$ cat config.mk
export PLATFORM = sky130hd
export DESIGN_NAME = i2s_rx_sync
export DESIGN_NICKNAME = d
export VERILOG_FILES = /design/src/rtl/i2s_rx_sync_pkg.sv /design/src/rtl/i2s_pin_sync.sv /design/src/rtl/i2s_rx_sync.sv
export SDC_FILE = /design/constraint.sdc
export NUM_CORES = 1
export LEC_CHECK = 0
export CAP_MARGIN = 20
export CELL_PAD_IN_SITES_DETAIL_PLACEMENT = 1
export CELL_PAD_IN_SITES_GLOBAL_PLACEMENT = 1
export CORE_MARGIN = 2
export CORE_UTILIZATION = 40
export DETAILED_ROUTE_END_ITERATION = 10
export GPL_TIMING_DRIVEN = 0
export PLACE_DENSITY_LB_ADDON = 0.15
export SLEW_MARGIN = 10
export SYNTH_ARGS = -nofsm -noshare
export SYNTH_HDL_FRONTEND = slang
export SYNTH_SLANG_ARGS = --single-unit
$ cat constraint.sdc
create_clock -name clk -period 4.7 [get_ports clk]
set_input_delay 0.94 -clock clk [delete_from_list [all_inputs] [get_ports clk]]
set_output_delay 0.94 -clock clk [all_outputs]
set_load 0.005 [all_outputs]
$ cat src/rtl/i2s_rx_sync_pkg.sv
// Shared definitions for the I2S ADC-path receiver: default sample width and channel encoding.
package i2s_rx_sync_pkg;

    localparam int BITSIZE_DEF = 16;

    typedef enum logic {
        CH_LEFT  = 1'b0,
        CH_RIGHT = 1'b1
    } chan_e;

endpackage

$ cat src/rtl/i2s_pin_sync.sv
// Multi-stage synchroniser for one asynchronous I2S pin into the clk domain.
module i2s_pin_sync #(
    parameter int SYNC_STAGES = 2
) (
    input  logic clk,
    input  logic rst,
    input  logic din,
    output logic dout
);

    logic [SYNC_STAGES-1:0] sync_q;
    logic [SYNC_STAGES-1:0] sync_d;

    always_comb begin
        sync_d = {sync_q[SYNC_STAGES-2:0], din};
    end

    always_ff @(posedge clk or posedge rst) begin
        if (rst) begin
            sync_q <= '0;
        end else begin
            sync_q <= sync_d;
        end
    end

    assign dout = sync_q[SYNC_STAGES-1];

endmodule

$ cat src/rtl/i2s_rx_sync.sv
// I2S (Philips) receiver: oversamples BCLK/LRCLK/SDATA, deserialises left/right words and
// presents each stereo pair on a valid/ready interface with overrun and short-slot flags.
module i2s_rx_sync
    import i2s_rx_sync_pkg::*;
#(
    parameter int BITSIZE     = BITSIZE_DEF,
    parameter int SYNC_STAGES = 2
) (
    input  logic               clk,
    input  logic               rst,
    input  logic               bclk,
    input  logic               lrclk,
    input  logic               sdata,
    output logic [BITSIZE-1:0] left_chan,
    output logic [BITSIZE-1:0] right_chan,
    output logic               valid,
    input  logic               ready,
    output logic               overrun,
    output logic               frame_err
);

    localparam int CW = $clog2(BITSIZE + 1);
    localparam logic [CW-1:0] CNT_MAX = CW'(BITSIZE);

    logic bclk_s;
    logic lrclk_s;
    logic sdata_s;

    // All three pins use identical chains so they stay mutually aligned after synchronisation.
    i2s_pin_sync #(.SYNC_STAGES(SYNC_STAGES)) u_sync_bclk (
        .clk (clk),
        .rst (rst),
        .din (bclk),
        .dout(bclk_s)
    );

    i2s_pin_sync #(.SYNC_STAGES(SYNC_STAGES)) u_sync_lrclk (
        .clk (clk),
        .rst (rst),
        .din (lrclk),
        .dout(lrclk_s)
    );

    i2s_pin_sync #(.SYNC_STAGES(SYNC_STAGES)) u_sync_sdata (
        .clk (clk),
        .rst (rst),
        .din (sdata),
        .dout(sdata_s)
    );

    logic               bclk_d_q,     bclk_d_d;
    chan_e              lr_prev_q,    lr_prev_d;
    logic [CW-1:0]      cnt_q,        cnt_d;
    logic [BITSIZE-1:0] shreg_q,      shreg_d;
    logic               locked_q,     locked_d;
    logic               left_ok_q,    left_ok_d;
    logic [BITSIZE-1:0] left_hold_q,  left_hold_d;
    logic [BITSIZE-1:0] left_chan_q,  left_chan_d;
    logic [BITSIZE-1:0] right_chan_q, right_chan_d;
    logic               valid_q,      valid_d;
    logic               overrun_q,    overrun_d;
    logic               frame_err_q,  frame_err_d;

    logic               rise;
    logic               boundary;
    logic               load;
    logic [CW-1:0]      cnt_next;
    logic [BITSIZE-1:0] sh_next;
    logic [BITSIZE-1:0] word;

    always_comb begin
        bclk_d_d     = bclk_s;
        lr_prev_d    = lr_prev_q;
        cnt_d        = cnt_q;
        shreg_d      = shreg_q;
        locked_d     = locked_q;
        left_ok_d    = left_ok_q;
        left_hold_d  = left_hold_q;
        left_chan_d  = left_chan_q;
        right_chan_d = right_chan_q;
        valid_d      = valid_q;
        overrun_d    = 1'b0;
        frame_err_d  = 1'b0;
        load         = 1'b0;

        rise     = bclk_s & ~bclk_d_q;
        boundary = rise & (lrclk_s != lr_prev_q);

        sh_next  = shreg_q;
        cnt_next = cnt_q;
        if (rise && (cnt_q < CNT_MAX)) begin
            sh_next  = {shreg_q[BITSIZE-2:0], sdata_s};
            cnt_next = cnt_q + 1'b1;
        end
        // Left-justify so a short slot keeps its MSBs in place with zero-filled LSBs.
        word = sh_next << (CNT_MAX - cnt_next);

        if (rise) begin
            lr_prev_d = chan_e'(lrclk_s);
            shreg_d   = sh_next;
            cnt_d     = cnt_next;
        end

        if (boundary) begin
            cnt_d    = '0;
            shreg_d  = '0;
            locked_d = 1'b1;
            if (locked_q) begin
                if (lr_prev_q == CH_LEFT) begin
                    left_hold_d = word;
                    left_ok_d   = 1'b1;
                    frame_err_d = (cnt_next < CNT_MAX);
                end else if (left_ok_q) begin
                    load        = 1'b1;
                    frame_err_d = (cnt_next < CNT_MAX);
                end
            end
        end

        if (load) begin
            left_chan_d  = left_hold_q;
            right_chan_d = word;
            valid_d      = 1'b1;
            overrun_d    = valid_q & ~ready;
        end else if (valid_q && ready) begin
            valid_d = 1'b0;
        end
    end

    always_ff @(posedge clk or posedge rst) begin
        if (rst) begin
            bclk_d_q     <= 1'b0;
            lr_prev_q    <= CH_LEFT;
            cnt_q        <= '0;
            shreg_q      <= '0;
            locked_q     <= 1'b0;
            left_ok_q    <= 1'b0;
            left_hold_q  <= '0;
            left_chan_q  <= '0;
            right_chan_q <= '0;
            valid_q      <= 1'b0;
            overrun_q    <= 1'b0;
            frame_err_q  <= 1'b0;
        end else begin
            bclk_d_q     <= bclk_d_d;
            lr_prev_q    <= lr_prev_d;
            cnt_q        <= cnt_d;
            shreg_q      <= shreg_d;
            locked_q     <= locked_d;
            left_ok_q    <= left_ok_d;
            left_hold_q  <= left_hold_d;
            left_chan_q  <= left_chan_d;
            right_chan_q <= right_chan_d;
            valid_q      <= valid_d;
            overrun_q    <= overrun_d;
            frame_err_q  <= frame_err_d;
        end
    end

    assign left_chan  = left_chan_q;
    assign right_chan = right_chan_q;
    assign valid      = valid_q;
    assign overrun    = overrun_q;
    assign frame_err  = frame_err_q;

endmodule
==> results of run 1 <==
[metrics by stage]
stage               std cells  util [%]  instance area, um2  power (mW)  hold slack, ns
floorplan                 393         -                4070       0.982           0.331
global placement          566      47.2                4640        1.09           0.332
detailed placement        567      47.6                4670        1.10           0.345
CTS                       583      49.6                4870        1.62           0.361
global route              583      49.6                4870        1.69           0.362
finish                    583      49.6                4870        1.60           0.356
[critical path, stage by stage, from the launching register on]
cell and delay (ns):
dfrtp_1 0.36, buf_2 0.21, clkbuf_1 0.40, clkbuf_1 0.49
xnor2_1 0.15, ha_1 0.32, buf_2 0.24, clkbuf_1 0.40
clkbuf_1 0.40, a211oi_1 0.14, o31ai_1 0.40, mux2i_1 0.15
o21ai_0 0.44, a22o_1 0.20
[cell families (layout without fill, tap and decap cells)]
family          Yosys count  in the layout  share of synthesized area [%]
simple gates            145            145                           16.6
flops                    82             82                           50.4
compound gates           80             80                           15.1
mux                      45             45                           12.1
buf+inv                  31             88                           3.44
xor+xnor                  7              7                           1.51
fa+ha+maj                 3              3                          0.922
[layout by cell type, fill, tap and decap left out, types with 4 or more instances in the layout]
cell type,instances
buf_2,7
o31ai_1,10
o22ai_1,5
xnor2_1,4
nand2b_1,7
mux2i_1,21
nor3b_1,5
a22o_1,25
dfrtp_1,82
clkbuf_8,10
or2_2,5
mux2_2,23
nor2_1,23
clkdlybuf4s50_1,40
nor3_1,11
a21oi_1,4
clkbuf_1,19
o21ai_0,11
nand2_1,76
[Yosys cell counts, drive strengths merged (2+ instances only)]
library cell | instances | area share [%]
nor3 | 12 | 1.6
ha | 3 | 0.92
dfrtp | 82 | 50
inv | 3 | 0.28
and2 | 2 | 0.31
xnor2 | 4 | 0.86
o41ai | 2 | 0.43
nor2b | 3 | 0.46
or3 | 2 | 0.31
mux2i | 22 | 5.7
nand2b | 7 | 1.1
o21ai | 16 | 2.2
clkbuf | 17 | 1.6
a211oi | 3 | 0.68
a22o | 25 | 5.4
o22a | 2 | 0.65
o31ai | 10 | 1.8
nor2 | 23 | 2.1
and2b | 2 | 0.37
a221oi | 2 | 0.43
or2 | 6 | 0.92
a21oi | 4 | 0.49
mux2 | 23 | 6.4
o211ai | 2 | 0.37
nand2 | 76 | 7.0
nor3b | 6 | 1.2
o22ai | 5 | 0.77
buf | 10 | 1.5
xor2 | 3 | 0.65
[layout make-up]
| type | instances | area (um2) | area share, % |
|---|---|---|---|
| buffer | 27 | 125 | 2.57 |
| sequential | 82 | 2050 | 42.2 |
| clock buffer | 12 | 145 | 2.98 |
| clock inverter | 4 | 51.3 | 1.05 |
| tap | 133 | 166 | 3.42 |
| inverter | 4 | 17.5 | 0.360 |
| multi-input combinational | 280 | 1880 | 38.6 |
| timing repair buffer | 41 | 428 | 8.79 |
[power by group]
group,switching [mW],total (mW),internal (mW),leakage [nW]
Clock,0.259,0.519,0.261,0.0966
Combinational,0.175,0.314,0.140,1.01
Sequential,0.0243,0.770,0.745,1.11
[routing by layer]
layer	track usage, %	vias up	part of all wire (%)
li1	-	1491	-
met1	26.5	1555	47
met2	31.4	53	48
met3	4.12	12	3.4
met4	6.38	0	1.9
met5	0	-	0
[state kept, by name, summed over array words and instances (netlist names)]
register and flops:
u_sync_lrclk.sync_q 2, bclk_d_q 1, u_sync_sdata.sync_q 2, valid 1
overrun 1, left_chan 16, shreg_q 16, frame_err 1
cnt_q 5, left_hold_q 16, right_chan 16, locked_q 1
u_sync_bclk.sync_q 2, lr_prev_q 1, left_ok_q 1
[path summary, 6_finish.rpt]
path                                              endpoint  slack, ns  cells past startpoint
hold reg to reg            u_sync_bclk.sync_q[1]$_DFF_PP0_       0.36                      0
min in group asynchronous        left_chan[11]$_DFFE_PP0P_       0.95                      2
setup reg to reg                right_chan[11]$_DFFE_PP0P_       0.35                     13
setup / recovery                right_chan[11]$_DFFE_PP0P_       0.35                     13
max in group asynchronous           shreg_q[7]$_DFFE_PP0P_       3.16                      3
hold / removal             u_sync_bclk.sync_q[1]$_DFF_PP0_       0.36                      0
==> qor.yml, run 1 <==
n_fill_cell: 1142
setup_tns_ns: 0
io_pins: 41
cts-root-buf: "clkbuf_8"
cts_buffers: 9
slew-limit-headroom_pct: 58.8
grt_pass1_wl_um: 17100
reg2reg_from: "cnt_q[0]$_DFFE_PP0P_"
die_h_um: 105
antenna_found_initial: 0
crit_type: "reg -> reg"
ctsResizeCount: 0
ys_seq_area_share_pct: 50.4
drive_above_1_share_pct: 13.3
post_drt_wl_per_cell_um: 17.1
grt_pass1_vias: 3265
drt_iter0_drc: 73
slew_viol_final: 0
initial_core_util_pct: 41.5
fin_crit_sh_pct: 92.6
n_antenna_cell: 0
hold_buffers: 0
crit_path_max_fanout: 10
drv_cap: 0
finalHoldViolCount: 0
power_leakage_nw: 2.22
fin_ws_ns: 0.347
power_density_nw_per_um2: 329
routed_wl_um: 9960
worstMarginPinSlew_ns: 0.616
die_x_um: 105
synth-edff-count: 0
h-tree-depth: 3
period_minus_slack_ns: 4.35
status: "finished, final reports clean"
postRouteAntennaNets: 0
drt-vias-per-instance: 5.34
ys_async_sr_fraction_pct: 100
clock_path_buffers: 2
ys_ff_latch: 82
port_buffers: 40
vias: 3111
ys_warn_count: 0
grt_max_degree: 51
cp.required_ns: 5.01
hp-class: "reg -> reg"
min_from: "u_sync_bclk.sync_q[0]$_DFF_PP0_"
crit_start: "cnt_q[0]$_DFFE_PP0P_"
cts_tree: "done"
num_rows: 36
nNetsFinal: 454
fp.dieArea_um2: 11000
syn_inst: 393
clkSinkCount: 82
hpwl_um: 7450
synth_fp_nets: 402
rsz0062_at_grt: "no"
ys.flop_type: "dfrtp_1"
start_kind: "flop"
drc_errors: 0
grt_usage_pct: 19.6
routabilityCongestion: 0.834
avgSynthCellArea_um2: 10.4
critPathArrivalTime_ns: 4.66
clk_pin_slew_ns: 0.09
coreArea_um2: 9820
crit_path_end_kind: "flop"
post-cts-setup-buffer-count: 0
clock-skew-final_ns: 0.0130
setup_violations: 0
clock_latency_ns: 0.36
synth_cell_types: 55
area_growth_pct: 19.5
dr.pass1.iters: 4
synth.cell_area_um2: 4070
overflow: 0
dp_slack_ns: 0.375
max_freq_ghz: 0.230
ir_drop_uv: 124
Note: power is estimated with default switching activity, not from simulation.
==> run 2: changes to the inputs <==
--- a/config.mk
+++ b/config.mk
@@ -6,13 +6,12 @@
 export NUM_CORES = 1
 export LEC_CHECK = 0
 export CAP_MARGIN = 20
-export CELL_PAD_IN_SITES_DETAIL_PLACEMENT = 1
-export CELL_PAD_IN_SITES_GLOBAL_PLACEMENT = 1
 export CORE_MARGIN = 2
 export CORE_UTILIZATION = 40
 export DETAILED_ROUTE_END_ITERATION = 10
-export GPL_TIMING_DRIVEN = 0
+export GPL_TIMING_DRIVEN = 1
 export PLACE_DENSITY_LB_ADDON = 0.15
+export REMOVE_ABC_BUFFERS = 1
 export SLEW_MARGIN = 10
 export SYNTH_ARGS = -nofsm -noshare
 export SYNTH_HDL_FRONTEND = slang
==> run 2 against run 1 <==
Effect of this change: register-to-register slack gained 0.99 ns; worst hold slack gained 0.0026 ns; largest power group unchanged; sequential share of layout area grew 0.12 points; total power grew 8.5%; via count shrank 2.4%; wire length shrank 9.0%; clock-buffer cell count shrank 3; clock skew shrank 0.0046 ns.
==> qor.yml, run 2 (same netlist as run 1, synthesis figures left out) <==
final_cell_mix: "dfrtp_1 (82), nand2_1 (76), clkdlybuf4s50_1 (40), a22o_1 (25)"
multi_input_area_um2: 1880  # unchanged
fin_crit_sh_pct: 71.6  # -21 points
top_usage_layer: "met2"
cts-root-buf: "clkbuf_8"
power_density_nw_per_um2: 358  # +8.8%
nNetsFinal: 436  # -4.0%
drt_iter0_drc: 143  # +96%
grt_max_degree: 49  # -3.9%
grt_pass1_wl_um: 15300  # -11%
finalHoldViolCount: 0  # unchanged
cts_tree: "done"
crit_type: "reg -> reg"
layout_commonest_cell: "dfrtp_1"
final_area_um2: 4850  # -0.28%
hold_buffers: 0  # unchanged
power_leakage_nw: 2.22  # +0.27%
overflow: 0  # unchanged
ir_drop_uv: 154  # +24%
seqPwrFrac_pct: 44.3  # -3.7 points
p_int_mw: 1.29  # +12%
period_minus_slack_ns: 3.36  # -0.988 ns
hp-class: "reg -> reg"
use_met1_pct: 24.1  # -2.4 points
crit_path_end_kind: "flop"
grt_pass1_vias: 2939  # -10%
clkSinkCount: 82  # unchanged
n_antenna_cell: 0  # unchanged
place_area_um2: 4580  # -2.0%
clock-skew-final_ns: 0.00840  # -0.00457 ns
post-cts-setup-buffer-count: 0  # unchanged
port_buffers: 40  # unchanged
drt-vias-per-instance: 5.38  # +0.91%
routed_wl_um: 9060  # -9.0%
area_growth_pct: 19.1
fp.dieArea_um2: 11000  # unchanged
setup_tns_ns: 0  # unchanged
dr.pass1.iters: 4  # unchanged
crit_path_max_fanout: 16  # +6
rsz0062_at_grt: "no"
vias: 3037  # -2.4%
clk_pin_slew_ns: 0.09  # about the same
seqCellArea_um2: 2050  # unchanged
slew-limit-headroom_pct: 43.9  # -15 points
initial_core_util_pct: 41.5  # unchanged
setup_violations: 0  # unchanged
max_freq_ghz: 0.297  # +29%
pwr-share-comb_pct: 17.0  # -2.6 points
routabilityCongestion: 0.795  # -4.6%
n_fill_cell: 971  # -15%
die_x_um: 105  # unchanged
coreArea_um2: 9820  # unchanged
worstMarginPinSlew_ns: 0.841  # +0.225 ns
postRouteAntennaNets: 0  # unchanged
drive_above_1_share_pct: 14.2  # +0.82 points
clock_latency_ns: 0.34  # -0.02 ns
post_drt_wl_per_cell_um: 16.1  # -5.9%
slew_viol_final: 0  # unchanged
drv_cap: 0  # unchanged
gr-usage-met2_pct: 26.3  # -5.1 points
critPathArrivalTime_ns: 3.60  # -1.06 ns
die_h_um: 105  # unchanged
drc_errors: 0  # unchanged
power.total_mw: 1.74  # +8.5%
status: "finished, final reports clean"
h-tree-depth: 3  # unchanged
swShare_pct: 25.9  # -2.6 points
cts_buffers: 9  # unchanged
cp.required_ns: 4.93  # -0.08 ns
num_rows: 36  # unchanged
ctsResizeCount: 0  # unchanged
grt_usage_pct: 17.3  # -2.3 points
dp_slack_ns: 1.39  # +1.02 ns
hpwl_um: 6330  # -15%
fin_ws_ns: 1.34  # +0.988 ns
grt_util_met3_pct: 3.93  # -0.19 points
start_kind: "flop"
io_pins: 41  # unchanged
power_frac_clock_pct: 38.6  # +6.2 points
switching_power_mw: 0.451  # -1.5%
clock_path_buffers: 2  # unchanged
antenna_found_initial: 0  # unchanged
==> run 2: per-layer routing <==
metal | share of wire, % | wire, um | up-vias
li1 | - | - | 1460
met1 | 48 | 4350 | 1488
met2 | 46 | 4160 | 70
met3 | 4.0 | 364 | 19
met4 | 2.1 | 186 | 0
met5 | 0 | 0 | -
==> run 2: stage by stage <==
| stage | hold slack (ns) | utilization [%] | std cells |
|---|---|---|---|
| 6_report | 0.358 | 49.4 | 564 |
| 5_1_grt | 0.374 | 49.4 | 564 |
| 4_1_cts | 0.366 | 49.3 | 562 |
| 3_5_place_dp | 0.338 | 46.6 | 547 |
| 3_3_place_gp | 0.332 | 46.6 | 547 |
| 2_1_floorplan | 0.331 | - | 366 |
==> run 2: worst paths after layout <==
kind / startpoint / to / slack (ns) / depth (start not counted)
max in group asynchronous: rst / left_chan[14]$_DFFE_PP0P_ / 2.69 / 3
min in group asynchronous: rst / shreg_q[7]$_DFFE_PP0P_ / 1.06 / 2
max: cnt_q[4]$_DFFE_PP0P_ / left_hold_q[8]$_DFFE_PP0P_ / 1.34 / 10
max reg2reg: cnt_q[4]$_DFFE_PP0P_ / left_hold_q[8]$_DFFE_PP0P_ / 1.34 / 10
min reg2reg: u_sync_bclk.sync_q[0]$_DFF_PP0_ / u_sync_bclk.sync_q[1]$_DFF_PP0_ / 0.36 / 0
min: u_sync_bclk.sync_q[0]$_DFF_PP0_ / u_sync_bclk.sync_q[1]$_DFF_PP0_ / 0.36 / 0
==> run 2: layout make-up <==
type	count	share of cell area [%]
well taps	133	3.43
clock buffers	9	2.55
multi-input cells	280	38.8
repair buffers	50	9.80
clock inverters	6	2.84
inverters	4	0.335
flip-flops and latches	82	42.3
==> run 2: critical path, stage by stage, from the launching register on <==
cell and delay, ns:
dfrtp_1 0.47, nor3b_2 0.18, buf_4 0.26, mux2i_1 0.27, ha_1 0.54, mux2_2 0.41, or2_2 0.27, a31oi_1 0.24
mux2i_1 0.11, mux2_2 0.29, a22o_1 0.20
==> run 2: power by group through the flow <==
| stage | Sequential (mW) | Combinational [mW] | Clock (mW) |
|---|---|---|---|
| 2_1_floorplan | 0.785 | 0.184 | 0 |
| 3_3_place_gp | 0.784 | 0.296 | 0 |
| 3_5_place_dp | 0.786 | 0.297 | 0 |
| 4_1_cts | 0.772 | 0.299 | 0.688 |
| 5_1_grt | 0.776 | 0.329 | 0.719 |
| 6_report | 0.771 | 0.296 | 0.672 |
